### src/rtl/led_fade_sequencer_pkg.sv
// rtl/led_fade_sequencer_pkg.sv - shared types and defaults for the LED fade sequencer
// Purpose: mode/state enums and default sizes used by the sequencer, its PWM bank and its config interface.
// Ports: none (package).
package led_seq_pkg;

  localparam int CNT_W_DEFAULT = 8;
  localparam int N_LED_DEFAULT = 4;
  localparam int DUTY_MAX      = (1 << CNT_W_DEFAULT) - 1;

  typedef enum logic [1:0] {
    MODE_OFF     = 2'd0,
    MODE_STATIC  = 2'd1,
    MODE_BREATHE = 2'd2,
    MODE_CHASE   = 2'd3
  } mode_e;

  typedef enum logic [2:0] {
    ST_OFF,
    ST_STATIC,
    ST_RAMP_UP,
    ST_RAMP_DN,
    ST_CHASE
  } state_e;

endpackage

### src/rtl/led_fade_sequencer_if.sv
// rtl/led_fade_sequencer_if.sv - valid/ready configuration channel of the LED fade sequencer
// Purpose: carries one config request (mode, duty/limit, breathe step) from board control to the sequencer.
// Signals: cfg_valid (req), cfg_ready (ack), cfg_mode[1:0], cfg_duty[CNT_W], cfg_step[CNT_W].
// Modports: master = requester, slave = sequencer.
interface led_fade_sequencer_if
  import led_seq_pkg::*;
#(
  parameter int CNT_W = CNT_W_DEFAULT
);
  logic             cfg_valid;
  logic             cfg_ready;
  logic [1:0]       cfg_mode;
  logic [CNT_W-1:0] cfg_duty;
  logic [CNT_W-1:0] cfg_step;

  modport master (output cfg_valid, cfg_mode, cfg_duty, cfg_step, input cfg_ready);
  modport slave  (input cfg_valid, cfg_mode, cfg_duty, cfg_step, output cfg_ready);
endinterface

### src/rtl/led_fade_sequencer_pwm_bank.sv
// rtl/led_fade_sequencer_pwm_bank.sv - free-running PWM counter and per-LED comparators
// Purpose: generates N_LED registered PWM outputs from per-LED duty values.
// Ports: clk, rst_n (async active-low), duty[N_LED][CNT_W] in, led[N_LED] out (registered),
//        period_tick out (high while the counter sits at its last value).
module pwm_bank
  import led_seq_pkg::*;
#(
  parameter int N_LED = N_LED_DEFAULT,
  parameter int CNT_W = CNT_W_DEFAULT
) (
  input  logic                        clk,
  input  logic                        rst_n,
  input  logic [N_LED-1:0][CNT_W-1:0] duty,
  output logic [N_LED-1:0]            led,
  output logic                        period_tick
);
  logic [CNT_W-1:0] cnt;

  // led is registered from cnt < duty, so the cycle after a boundary always sees the
  // comparison against the last count value, which is never below any duty: no partial pulse.
  always_ff @(posedge clk or negedge rst_n) begin
    if (!rst_n) begin
      cnt <= '0;
      led <= '0;
    end else begin
      cnt <= cnt + CNT_W'(1);
      for (int i = 0; i < N_LED; i++) begin
        led[i] <= (cnt < duty[i]);
      end
    end
  end

  assign period_tick = &cnt;
endmodule

### src/rtl/led_fade_sequencer.sv
// rtl/led_fade_sequencer.sv - mode FSM and duty sequencer driving a 4-LED PWM bank
// Purpose: accepts config over a valid/ready channel, applies it at the next PWM period boundary and
//          sequences per-LED duty for OFF / STATIC / BREATHE / CHASE.
// Ports: clk, rst_n (async active-low), cfg (slave config channel), led[N_LED] out (registered PWM),
//        period_tick out (1-cycle boundary pulse), busy out (mode != OFF).
module led_fade_sequencer
  import led_seq_pkg::*;
#(
  parameter int N_LED        = N_LED_DEFAULT,
  parameter int CNT_W        = CNT_W_DEFAULT,
  parameter int STEP_PERIODS = 4
) (
  input  logic                clk,
  input  logic                rst_n,
  led_fade_sequencer_if.slave cfg,
  output logic [N_LED-1:0]    led,
  output logic                period_tick,
  output logic                busy
);
  localparam int SC_W  = (STEP_PERIODS > 1) ? $clog2(STEP_PERIODS) : 1;
  localparam int IDX_W = (N_LED > 1) ? $clog2(N_LED) : 1;

  state_e                      state, state_nx;
  logic [N_LED-1:0][CNT_W-1:0] duty, duty_nx;
  logic [SC_W-1:0]             step_cnt, step_cnt_nx;
  logic [IDX_W-1:0]            chase_idx, chase_idx_nx;
  logic [CNT_W-1:0]            limit, limit_nx, step, step_nx;
  logic                        step_fire;
  logic [CNT_W:0]              up_sum, dn_diff;

  logic             pend_valid;
  mode_e            pend_mode;
  logic [CNT_W-1:0] pend_duty, pend_step;

  pwm_bank #(.N_LED(N_LED), .CNT_W(CNT_W)) u_pwm (
    .clk         (clk),
    .rst_n       (rst_n),
    .duty        (duty),
    .led         (led),
    .period_tick (period_tick)
  );

  assign cfg.cfg_ready = !pend_valid;

  // Accept has priority over the boundary clear: an accept can only happen while the
  // holding register is empty, so nothing is applied in that boundary anyway.
  always_ff @(posedge clk or negedge rst_n) begin
    if (!rst_n) begin
      pend_valid <= 1'b0;
      pend_mode  <= MODE_OFF;
      pend_duty  <= '0;
      pend_step  <= '0;
    end else if (cfg.cfg_valid && !pend_valid) begin
      pend_valid <= 1'b1;
      pend_mode  <= mode_e'(cfg.cfg_mode);
      pend_duty  <= cfg.cfg_duty;
      pend_step  <= cfg.cfg_step;
    end else if (period_tick) begin
      pend_valid <= 1'b0;
    end
  end

  // State register (with the datapath registers it owns)
  always_ff @(posedge clk or negedge rst_n) begin
    if (!rst_n) begin
      state     <= ST_OFF;
      duty      <= '0;
      step_cnt  <= '0;
      chase_idx <= '0;
      limit     <= '0;
      step      <= '0;
    end else begin
      state     <= state_nx;
      duty      <= duty_nx;
      step_cnt  <= step_cnt_nx;
      chase_idx <= chase_idx_nx;
      limit     <= limit_nx;
      step      <= step_nx;
    end
  end

  // One extra bit so the ramp arithmetic can be clamped instead of wrapping.
  assign up_sum  = {1'b0, duty[0]} + {1'b0, step};
  assign dn_diff = {1'b0, duty[0]} - {1'b0, step};

  // Next-state logic: nothing moves except on a boundary cycle.
  always_comb begin
    state_nx     = state;
    duty_nx      = duty;
    step_cnt_nx  = step_cnt;
    chase_idx_nx = chase_idx;
    limit_nx     = limit;
    step_nx      = step;
    step_fire    = 1'b0;
    if (period_tick) begin
      if (pend_valid) begin
        limit_nx     = pend_duty;
        step_nx      = pend_step;
        step_cnt_nx  = '0;
        chase_idx_nx = '0;
        duty_nx      = '0;
        case (pend_mode)
          MODE_OFF:     state_nx = ST_OFF;
          MODE_STATIC: begin
            state_nx = ST_STATIC;
            for (int i = 0; i < N_LED; i++) duty_nx[i] = pend_duty;
          end
          MODE_BREATHE: state_nx = ST_RAMP_UP;
          default: begin
            state_nx   = ST_CHASE;
            duty_nx[0] = pend_duty;
          end
        endcase
      end else begin
        step_fire   = (step_cnt == SC_W'(STEP_PERIODS - 1));
        step_cnt_nx = step_fire ? '0 : step_cnt + SC_W'(1);
        if (step_fire) begin
          case (state)
            ST_RAMP_UP: begin
              if (step != '0) begin
                if (up_sum >= {1'b0, limit}) begin
                  for (int i = 0; i < N_LED; i++) duty_nx[i] = limit;
                  state_nx = ST_RAMP_DN;
                end else begin
                  for (int i = 0; i < N_LED; i++) duty_nx[i] = up_sum[CNT_W-1:0];
                end
              end
            end
            ST_RAMP_DN: begin
              if (step != '0) begin
                if (dn_diff[CNT_W] || dn_diff == '0) begin
                  duty_nx  = '0;
                  state_nx = ST_RAMP_UP;
                end else begin
                  for (int i = 0; i < N_LED; i++) duty_nx[i] = dn_diff[CNT_W-1:0];
                end
              end
            end
            ST_CHASE: begin
              chase_idx_nx          = (chase_idx == IDX_W'(N_LED - 1)) ? '0 : chase_idx + IDX_W'(1);
              duty_nx               = '0;
              duty_nx[chase_idx_nx] = limit;
            end
            default: ;
          endcase
        end
      end
    end
  end

  // Output logic
  always_comb begin
    busy = (state != ST_OFF);
  end
endmodule

### src/flat_wrapper.sv
// flat-port wrapper written by rule: the top's interface ports become plain ports
module led_fade_sequencer_flat import led_seq_pkg::*;
#(
  parameter int N_LED        = N_LED_DEFAULT,
  parameter int CNT_W        = CNT_W_DEFAULT,
  parameter int STEP_PERIODS = 4
)
  (clk, rst_n, led, period_tick, busy, cfg_cfg_valid, cfg_cfg_mode, cfg_cfg_duty, cfg_cfg_step, cfg_cfg_ready);
  led_fade_sequencer_if #(.CNT_W(CNT_W)) cfg_i ();
  input  logic clk;
  input  logic rst_n;
  output logic [N_LED-1:0] led;
  output logic period_tick;
  output logic busy;
  input wire logic [$bits(cfg_i.cfg_valid)-1:0] cfg_cfg_valid;
  input wire logic [$bits(cfg_i.cfg_mode)-1:0] cfg_cfg_mode;
  input wire logic [$bits(cfg_i.cfg_duty)-1:0] cfg_cfg_duty;
  input wire logic [$bits(cfg_i.cfg_step)-1:0] cfg_cfg_step;
  output wire logic [$bits(cfg_i.cfg_ready)-1:0] cfg_cfg_ready;
  assign cfg_i.cfg_valid = cfg_cfg_valid;
  assign cfg_i.cfg_mode = cfg_cfg_mode;
  assign cfg_i.cfg_duty = cfg_cfg_duty;
  assign cfg_i.cfg_step = cfg_cfg_step;
  assign cfg_cfg_ready = cfg_i.cfg_ready;
  led_fade_sequencer #(.N_LED(N_LED), .CNT_W(CNT_W), .STEP_PERIODS(STEP_PERIODS)) u_core (.clk(clk), .rst_n(rst_n), .cfg(cfg_i), .led(led), .period_tick(period_tick), .busy(busy));
endmodule
### config.mk
export PLATFORM = sky130hd
export DESIGN_NAME = led_fade_sequencer_flat
export DESIGN_NICKNAME = d
export VERILOG_FILES = /design/src/rtl/led_fade_sequencer_pkg.sv /design/src/rtl/led_fade_sequencer_if.sv /design/src/rtl/led_fade_sequencer_pwm_bank.sv /design/src/rtl/led_fade_sequencer.sv /design/src/flat_wrapper.sv
export SDC_FILE = /design/constraint.sdc
export NUM_CORES = 1
export LEC_CHECK = 0
export ABC_AREA = 1
export CELL_PAD_IN_SITES_DETAIL_PLACEMENT = 0
export CELL_PAD_IN_SITES_GLOBAL_PLACEMENT = 1
export CORE_MARGIN = 4
export CORE_UTILIZATION = 42
export CTS_CLUSTER_DIAMETER = 50
export DETAILED_ROUTE_END_ITERATION = 10
export PLACE_DENSITY_LB_ADDON = 0.1
export SLEW_MARGIN = 20
export SYNTH_ARGS = -nofsm -noshare
export SYNTH_HDL_FRONTEND = slang
export SYNTH_SLANG_ARGS = --single-unit
### constraint.sdc
create_clock -name clk -period 2.7 [get_ports clk]
set_input_delay 0.675 -clock clk [delete_from_list [all_inputs] [get_ports clk]]
set_output_delay 0.675 -clock clk [all_outputs]
set_load 0.05 [all_outputs]
; Word level (Yosys, flattened, before mapping)
; Index checks and enable logic that the tools add are counted.
; W data, S select, Z words.
[word_totals]
regBits = 86
input_bits = 21
output_inout_bits = 7
wordCells = 85
[classes]
addsub = 5
order_cmp = 7
eq_ne = 11
mux = 27
bitwise = 1
reduce_logical = 19
[op_table]
columns = op, count
row1 = $mux W32, 6
row2 = $pmux W32 S3, 1
row3 = $and A32 B32 Y32, 1
row4 = $lt A8 B8 Y1, 4
row5 = $mux W24, 1
row6 = $mux W3, 6
row7 = $demux W8 S2, 1
row8 = $mux W8, 2
row9 = $reduce_and A14 Y1, 1
row10 = $mux W2, 6
row11 = $ne A3 B1 Y1 const B, 4
row12 = $reduce_and A12 Y1, 1
row13 = $reduce_and A10 Y1, 1
row14 = $add A8 B8 Y9, 1
row15 = $ge A9 B8 Y1, 1
row16 = $logic_not A9 Y1, 1
row17 = $pmux W3 S3, 1
row18 = $reduce_and A9 Y1, 1
row19 = $sub A8 B8 Y9, 1
row20 = $add A8 B1 Y8 const B, 1
row21 = $reduce_and A8 Y1, 1
row22 = $reduce_bool A8 Y1, 1
row23 = $eq A2 B2 Y1 const B, 3
row24 = $eq A3 B2 Y1 const B, 2
row25 = 15 further kinds, 21

; Longest topological paths before layout
; Gate-level depths: netlist (run 1).
[logic_depth]
depth_word = 10
ltp_mapped = 25
ltp_nobuf = 24

; Hierarchy
; From an unflattened synthesis (run 1), not the netlist that was laid out.
[unflattened]
cells_unflattened = 863
hier_area_um2 = 6342.3
[modules_own_cells]
columns = module, instances, cells_per_inst, area_each_um2, seq_area_each_um2
row1 = led_fade_sequencer, 1, 709, 5181.2, 1851.8
row2 = pwm_bank, 1, 154, 1161.1, 300.3

; Worst setup path after synthesis (run 1)
; OpenSTA, ideal clock, no wires.
[synth_timing]
kind = reg-to-reg
start = reg u_core.step[0]
end = reg u_core.state[0]
setup_time_ns = 0.115
arrival_time_ns = 2.817
required_ns = 2.585
slack_ns = -0.231
stages_incl_launch_ff = 23
path_buffers = 0
period_less_slack_ns = 2.931
path_cell_list = dfrtp_1 -> ha_1 -> fa_1 -> nand3_1 -> nand2_1 -> xor2_1 -> inv_1 -> ha_1 -> nand2_1 -> nor2_2 -> nand2_1 -> nand3_1 -> nand2_1 -> nand2_1 -> nand2_1 -> nand3_4 -> inv_2 -> nand2_1 -> nand3_2 -> nand2_2 -> nand2_1 -> o21ai_2 -> inv_2
[synth_via]
elab_chain_cells = 5
word_cells_on_any_way = 11
cone_classes = add/sub: 2 / order compare: 1 / eq/ne: 4 / reduce/logical: 4
[synth_lines]
columns = element, line
row1 = from (decl), led_fade_sequencer.sv:27  ; logic [CNT_W-1:0] limit, limit_nx, step, step_nx;
row2 = from (signal assigned), led_fade_sequencer.sv:78  ; step <= step_nx;
row3 = "parallel branches: the longest is 4 deep, another holds $add A8 B8 Y9", --
row4 = $reduce_and A14 Y1 (no line) *, --
row5 = to (signal assigned), led_fade_sequencer.sv:73  ; state <= state_nx;
row6 = to (decl), led_fade_sequencer.sv:23  ; state_e state, state_nx;
; Mark *: on every way between the ends.
; A chain may end at the register's enable or synchronous reset.

; Worst setup path in the final report (run 1)
[layout_timing]
start = reg u_core.duty[0] (netlist name)
end = reg u_core.duty[0] (netlist name)
[layout_via]
elab_chain_cells = 8
word_cells_on_any_way = 12
cone_classes = add/sub: 2 / order compare: 1 / mux: 7 / reduce/logical: 2
[layout_lines]
columns = element, line
row1 = from (decl), led_fade_sequencer.sv:24  ; logic [N_LED-1:0][CNT_W-1:0] duty, duty_nx;
row2 = from (signal assigned), led_fade_sequencer.sv:74  ; duty <= duty_nx;
row3 = "parallel branches: the longest is 5 deep, another holds $add A8 B8 Y9", --
row4 = $pmux W32 S3 *, led_fade_sequencer.sv:118  ; case (state)
row5 = $mux W32 *, led_fade_sequencer.sv:117  ; if (step_fire) begin
row6 = $mux W32 *, led_fade_sequencer.sv:96  ; if (pend_valid) begin
; Mark *: on every way between the ends. The select of a mux whose other input is x is not followed.

==> results of run 1 <==
==> cells in the final DEF (no fill, tap or decap), types with 4 or more instances in the layout <==
cell type / netlist / routed
a21boi_0: 4 / 4
nand3_1: 21 / 17
nand4_1: 17 / 17
inv_1: 116 / 110
ha_4: 0 / 8
clkbuf_16: 0 / 9
nor2_4: 3 / 5
clkdlybuf4s50_1: 0 / 24
dfrtp_1: 86 / 84
buf_12: 0 / 4
buf_4: 2 / 62
a21oi_2: 3 / 25
nand2_4: 0 / 8
nand2_2: 6 / 29
nor2_2: 3 / 7
nand3_2: 12 / 12
inv_2: 7 / 12
nand2_1: 208 / 177
mux2_2: 16 / 16
nand3_4: 6 / 11
a2111oi_0: 4 / 4
a22oi_1: 5 / 5
o211ai_1: 4 / 4
a31oi_1: 6 / 6
ha_1: 59 / 49
a21oi_1: 67 / 45
o21ai_0: 23 / 23
nor2_1: 60 / 54
xor2_1: 5 / 4
==> kinds of logic (layout without fill, tap and decap cells) <==
logic type / after synthesis / count (layout) / synth area share [%]
buffers and inverters: 146 / 235 / 9.63
XOR/XNOR: 9 / 9 / 1.29
AND/OR/NAND/NOR: 343 / 344 / 25.9
flip-flops: 86 / 86 / 35.1
adder cells (fa/ha/maj): 61 / 61 / 12.7
multiplexers: 16 / 16 / 2.94
AO/OA/AOI/OAI: 126 / 126 / 12.5
==> metal layers <==
metal  track usage [%]  vias to the layer above  wire length, um  share of wire, %
li1                  -                     2715                -                 -
met5                 0                        -                0                 0
met1              31.0                     2578             8470                48
met4              6.73                        0              352               2.0
met3              4.03                       22              654               3.7
met2              34.9                       98             8070                46
==> worst reg2reg max path, cell delays in order, from the launching register on <==
cell	delay, ns
dfrtp_1	0.39
ha_2	0.20
fa_2	0.36
buf_4	0.15
xnor2_2	0.16
ha_1	0.27
nand2_1	0.14
nor2_4	0.06
buf_4	0.13
a41oi_4	0.23
nand3_4	0.19
nand2_2	0.13
nand3_4	0.10
nand2_2	0.12
nand2_2	0.05
a21oi_2	0.17
==> worst paths after layout <==
| check | end | slack [ns] | depth (start not counted) |
|---|---|---|---|
| setup / recovery | u_core.duty[0] | -0.22 | 15 |
| hold / removal | u_core.step[2] | 0.25 | 1 |
| setup reg to reg | u_core.duty[0] | -0.22 | 15 |
| hold reg to reg | u_core.step[5] | 0.48 | 2 |
| max in group asynchronous | u_core.limit[6] | 1.77 | 2 |
| min in group clk | u_core.step[5] | 0.48 | 2 |
==> flip-flops by register name, summed over array words and instances, names as in the netlist, 2 cells and up <==
register / flops
u_core.chase_idx: 2
u_core.pend_step: 8
u_core.state: 3
u_core.u_pwm.led: 4
u_core.duty: 32
u_core.step_cnt: 2
u_core.pend_mode: 2
u_core.u_pwm.cnt: 8
u_core.step: 8
u_core.pend_duty: 8
u_core.limit: 8
==> metrics by stage <==
stage | worst slack [ns] | setup TNS [ns] | cell area [um2] | hold WS [ns] | instances
after floorplan | -0.0771 | -0.393 | 6140 | 0.379 | 787
after CTS | -0.195 | -4.49 | 7490 | 0.259 | 1055
after global placement | -0.233 | -5.27 | 7020 | 0.462 | 1034
after detailed placement | -0.338 | -6.85 | 7020 | 0.470 | 1034
after global routing | -0.360 | -10.71 | 7760 | 0.286 | 1057
final | -0.218 | -5.53 | 7760 | 0.252 | 1057
==> final cells by class <==
| cell class | count | area, um2 |
|---|---|---|
| clock inverter | 5 | 35.0 |
| multi-input combinational | 556 | 3810 |
| clock buffer | 11 | 243 |
| tap | 180 | 225 |
| fill | 1371 | 6340 |
| inverter | 126 | 477 |
| sequential | 86 | 2150 |
| timing repair buffer | 93 | 820 |
==> power by group through the flow <==
stage | Clock (uW) | Sequential (uW) | Combinational (uW)
4_1_cts | 1250 | 1350 | 117
2_1_floorplan | 0 | 1360 | 43.6
3_3_place_gp | 0 | 1370 | 114
3_5_place_dp | 0 | 1370 | 117
5_1_grt | 1300 | 1350 | 128
6_report | 1210 | 1350 | 114
==> timing repair <==
action                     in CTS  in global routing
buffers inserted                4                  2
setup endpoints to repair      35                 35
hold endpoints to repair        0                  0
pin swaps                      41                 26
cloned                          1                  0
resized for setup              32                 68
==> out/summary.txt, run 1 <==
HP Class: in2async
final slew viol count: 0
Starting Density: 43.5%
RSZ-0062 raised after global routing: yes
critical path required time: 2.98 ns
Final ANT Viol Nets: 0
Commonest cells post-synth: nand2_1, inv_1, dfrtp_1
Critical path origin: u_core.duty[0]
clk root buf: clkbuf_16
die width: 129 um
GP Congestion: 0.898
Pwr Density: 345 nW/um2
layout cells sized above 1: 26.5%
nets@finish: 954
Sw Pwr: 653 uW
# IOs: 28
family with the most delay on the worst path: adder cells
CP peak stage delay: 0.39 ns
vias in the first global route: 5,409
maxcap violations: 0
clk_lat worst skew: 0.35 ns
top_reg_cell synth: dfrtp_1
number of remaining DRC errors: 0
Buf+Inv Stages, Crit Path: 2
Synth Area per Inst: 7.79 um2
CTS Buffer Depth: 2
Pleak: 0.00383 uW
count of final hold-check violations: 0
final core utilization: 55.1%
sw frac: 24.4%
r2r startpoint: u_core.duty[0]
Critical Path AT: 3.19 ns
fin crit period: 2.92 ns
CTS H-Tree Depth: 3
Layout area overhead: 26.5%
YS warnings: 0
synthesized flop and latch total: 86
initial DRC count: 326
Pre-antenna DRT Iters: 5
Top cell by count, worst path: nand2_2
Cell Int Power: 2020 uW
TritonCTS Buffers: 9
Post-Synthesis Net Count: 869
antenna violations before repair: 0
die height: 129 um
Worst-path clk slew: 0.08 ns
top post-synthesis cells by area: dfrtp_1, nand2_1, ha_1
DR vias: 5,413
vias per cell: 5.12
Worst Setup Start Kind: flop
GRT Total Usage: 22.1%
Seq/Total Area, Yosys: 35.1%
Clk network pwr share: 45.4%
Cell variety after synth: 45
Rel. slew slack: 43.7%
first-pass GRT wire length: 28.5 mm
area leader, netlist: dfrtp_1
Worst IR Drop VDD: 0.000237 V
ant diodes: 0
outcome: complete, but fails checks
Setup Skew: 0.0147 ns
total power: 2680 uW
CTS Hold Buffers Added: 0
GRT overflow: 0
most common cell in the netlist: nand2_1
Synth Cell Area: 6130 um2
Critical Setup Path Class: reg2reg
Max Freq: 0.343 GHz
post-synthesis cell count: 787
Seq pwr share: 50.3%
final worst-path cycle share: 108%
TritonCTS Sinks: 86
final WL: 17.5 mm
Async S/R FF share, synth: 100%
largest net degree at the start of global routing: 57
fin worst setup slack: -0.218 ns
Worst path slowest cell: dfrtp_1
DP Wirelength: 13.4 mm
PortBufs: 27
Final setup viols: 35
CP max FO: 5
crit end category: flop
Site Rows: 43
share of the synthesized area in the top cell type: 35.1%
die area: 16,600 um2
Slew @ Worst Pin: 0.844 ns
CP cell instances: ha_2 -> fa_2 -> buf_4 -> xnor2_2 -> ha_1 -> nand2_1 -> nor2_4 -> buf_4 -> a41oi_4 -> nand3_4 -> nand2_2 -> nand3_4 -> nand2_2 -> nand2_2 -> a21oi_2
core area: 14,100 um2
Comb power frac: 4.3%
Routed WL per cell: 16.6 um
CTS tree: done
Post-synth EDFFs: 0
failing checks: negative setup slack
No activity file was read; power rests on OpenSTA's default activity.
==> run 2: changes to the inputs <==
--- a/config.mk
+++ b/config.mk
@@ -9,11 +9,12 @@
 export CELL_PAD_IN_SITES_DETAIL_PLACEMENT = 0
 export CELL_PAD_IN_SITES_GLOBAL_PLACEMENT = 1
 export CORE_MARGIN = 4
-export CORE_UTILIZATION = 42
+export CORE_UTILIZATION = 41
 export CTS_CLUSTER_DIAMETER = 50
 export DETAILED_ROUTE_END_ITERATION = 10
 export PLACE_DENSITY_LB_ADDON = 0.1
 export SLEW_MARGIN = 20
 export SYNTH_ARGS = -nofsm -noshare
 export SYNTH_HDL_FRONTEND = slang
+export SYNTH_HIERARCHICAL = 1
 export SYNTH_SLANG_ARGS = --single-unit
==> run 2 against run 1 <==
The flow still finishes with violations (negative setup slack). Utilization down 3.7 points. Fmax shrank 6.7%. Non-clock buffer count grew 12. Sequential share of layout area decreased by 0.16 points. Design area grew 0.60%. Critical path depth grew 4.
==> out/summary.txt, run 2 <==
die area: 17,500 um2
final worst-path cycle share: 116%
GRT Total Usage: 21.8%
top_reg_cell synth: dfrtp_1
Worst path slowest cell: dfrtp_1
count of final hold-check violations: 0
failing checks: negative setup slack
Biggest register: u_core/duty
Post-synth EDFFs: 0
die width: 132 um
share of the synthesized area in the top cell type: 33.9%
Reg2Reg Capture Point: u_core/duty[2]
Worst IR Drop VDD: 0.000317 V
clk_lat worst skew: 0.35 ns
crit end category: flop
DR vias: 5,668
initial DRC count: 322
final WL: 18.5 mm
GP Congestion: 0.860
number of remaining DRC errors: 0
outcome: complete, but fails checks
Critical Path AT: 3.39 ns
family with the most delay on the worst path: simple AND/OR/NAND/NOR gates
Buf+Inv Stages, Crit Path: 0
GRT overflow: 0
setup slack, reg-to-reg: -0.43 ns
Starting Density: 41.7%
CP peak stage delay: 0.38 ns
RSZ-0062 raised after global routing: yes
maxcap violations: 0
clk root buf: clkbuf_16
cell count along the critical path: 19
largest net degree at the start of global routing: 47
Pre-antenna DRT Iters: 5
CP cell instances: ha_2 -> fa_2 -> nand3_2 -> nand2_2 -> nand2_2 -> nand2_1 -> nand2_1 -> nand2_1 -> xor2_1 -> ha_1 -> a21oi_2 -> o2111ai_2 -> nor2_4 -> nand3_4 -> nand2_2 -> nand3_2 -> nand2_1 -> nand2_1 -> a21boi_2
synthesized flop and latch total: 86
final core utilization: 51.3%
fin crit period: 3.13 ns
core area: 15,200 um2
layout cells sized above 1: 18.1%
post-synthesis cell count: 863
area leader, netlist: dfrtp_1
Cell variety after synth: 47
Post-Synthesis Net Count: 945
Min Hold Slack: 0.351 ns
Slew @ Worst Pin: 0.654 ns
DP Wirelength: 14.5 mm
Top cell by count, worst path: nand2_1
# IOs: 28
Routed WL per cell: 16.0 um
final slew viol count: 0
FILL cells: 1,550
Final setup viols: 34
YS warnings: 6
Design Area, Final: 7810 um2
PortBufs: 27
first-pass GRT wire length: 30.0 mm
CP max FO: 5
vias in the first global route: 5,639
total power: 2660 uW
TritonCTS Buffers: 9
Setup Skew: 0.00697 ns
Worst-path clk slew: 0.06 ns
vias per cell: 4.91
Site Rows: 45
Pwr Density: 341 nW/um2
antenna violations before repair: 0
Critical path origin: u_core/duty[0]
Final ANT Viol Nets: 0
nets@finish: 1,043
Cell Area, Placed: 7320 um2
TritonCTS Sinks: 86
Pleak: 0.00423 uW
Synth Area per Inst: 7.35 um2
top post-synthesis cells by area: dfrtp_1, nand2_1, ha_1
ant diodes: 0
CTS Hold Buffers Added: 0
Commonest cells post-synth: nand2_1, inv_1, dfrtp_1
most common cell in the netlist: nand2_1
Synth Cell Area: 6340 um2
critical path required time: 2.96 ns
Layout area overhead: 23.1%
CTS tree: done
Async S/R FF share, synth: 100%
die height: 132 um
r2r worst-path depth: 19
r2r startpoint: u_core/duty[0]
HP Class: in2async
fin worst setup slack: -0.428 ns
Worst Setup Start Kind: flop
Largest register FFs: 32
Worst setup endpoint: u_core/duty[2]
commonest non-fill, non-tap cells in the layout: nand2_1, inv_1, dfrtp_1
CTS Buffer Depth: 2
Max Freq: 0.320 GHz
CTS H-Tree Depth: 3
Seq/Total Area, Yosys: 33.9%
leading cell type in the layout, fill and taps excluded: nand2_1
Rel. slew slack: 56.4%
Critical Setup Path Class: reg2reg
## run 2: where the power goes
| part | switching (uW) | internal, uW | leakage (uW) |
|---|---|---|---|
| registers | 0 | 1290 | 0.00112 |
| clock network | 546 | 772 | 0.000145 |
| logic | 31.0 | 27.5 | 0.00296 |
| total | 577 | 2090 | 0.00423 |
## run 2: routing by layer
layer / track usage, % / part of all wire, % / wire length [um] / up-vias
met2: 34.1 / 45 / 8280 / 112
met3: 3.21 / 4.2 / 773 / 20
met1: 31.3 / 49 / 9120 / 2645
li1: - / - / - / 2891
met4: 6.06 / 1.6 / 289 / 0
met5: 0 / 0 / 0 / -
## run 2: cell type report
cell class | count | area (um2) | share of cell area [%]
inverter | 178 | 668 | 8.56
clock buffer | 12 | 256 | 3.29
sequential | 86 | 2150 | 27.6
clock inverter | 4 | 53.8 | 0.689
multi-input combinational | 581 | 3550 | 45.5
timing repair buffer | 105 | 886 | 11.3
tap | 188 | 235 | 3.01
## run 2: how the worst min path moves through the flow
stage                        start                   to  slack (ns)
2_1_floorplan                rst_n  u_core/chase_idx[0]        0.38
3_3_place_gp   u_core/pend_step[3]       u_core/step[3]        0.47
3_5_place_dp   u_core/pend_step[2]       u_core/step[2]        0.47
4_1_cts                      rst_n       u_core/duty[2]        0.37
5_1_grt                      rst_n       u_core/duty[2]        0.40
6_report                     rst_n       u_core/duty[2]        0.35
## run 2: cell families (layout without fill, tap and decap cells)
kind of cell	Yosys count	count (layout)	synth area share, %
and+or+nand+nor	359	360	24.4
buffers and inverters	197	299	12.6
AOI/OAI and AO/OA	140	140	13.7
DFF	86	86	33.9
adders and majority gates	61	61	12.3
xor gates and xnor gates	13	13	1.80
muxes	7	7	1.24
## run 2: metrics by stage
step	cells	setup TNS, ns	setup slack, ns
floorplan	863	-4.64	-0.146
global placement	1130	-11.28	-0.454
detailed placement	1130	-12.37	-0.434
CTS	1151	-11.78	-0.417
global route	1154	-19.57	-0.644
finish	1154	-12.05	-0.428
## run 2: repair_timing
action                     4_1_cts  5_1_grt
gates cloned                     1        0
buffers inserted                 4        3
resized for setup               10       23
setup endpoints to repair       34       34
pin swaps                       10        7
==> run 3: changes to the inputs <==
--- a/config.mk
+++ b/config.mk
@@ -11,6 +11,7 @@
 export CORE_MARGIN = 4
 export CORE_UTILIZATION = 41
 export CTS_CLUSTER_DIAMETER = 50
+export CTS_CLUSTER_SIZE = 20
 export DETAILED_ROUTE_END_ITERATION = 10
 export PLACE_DENSITY_LB_ADDON = 0.1
 export SLEW_MARGIN = 20
==> results of run 3 <==
Final layout, timing and power as in run 2 (identical DEF).
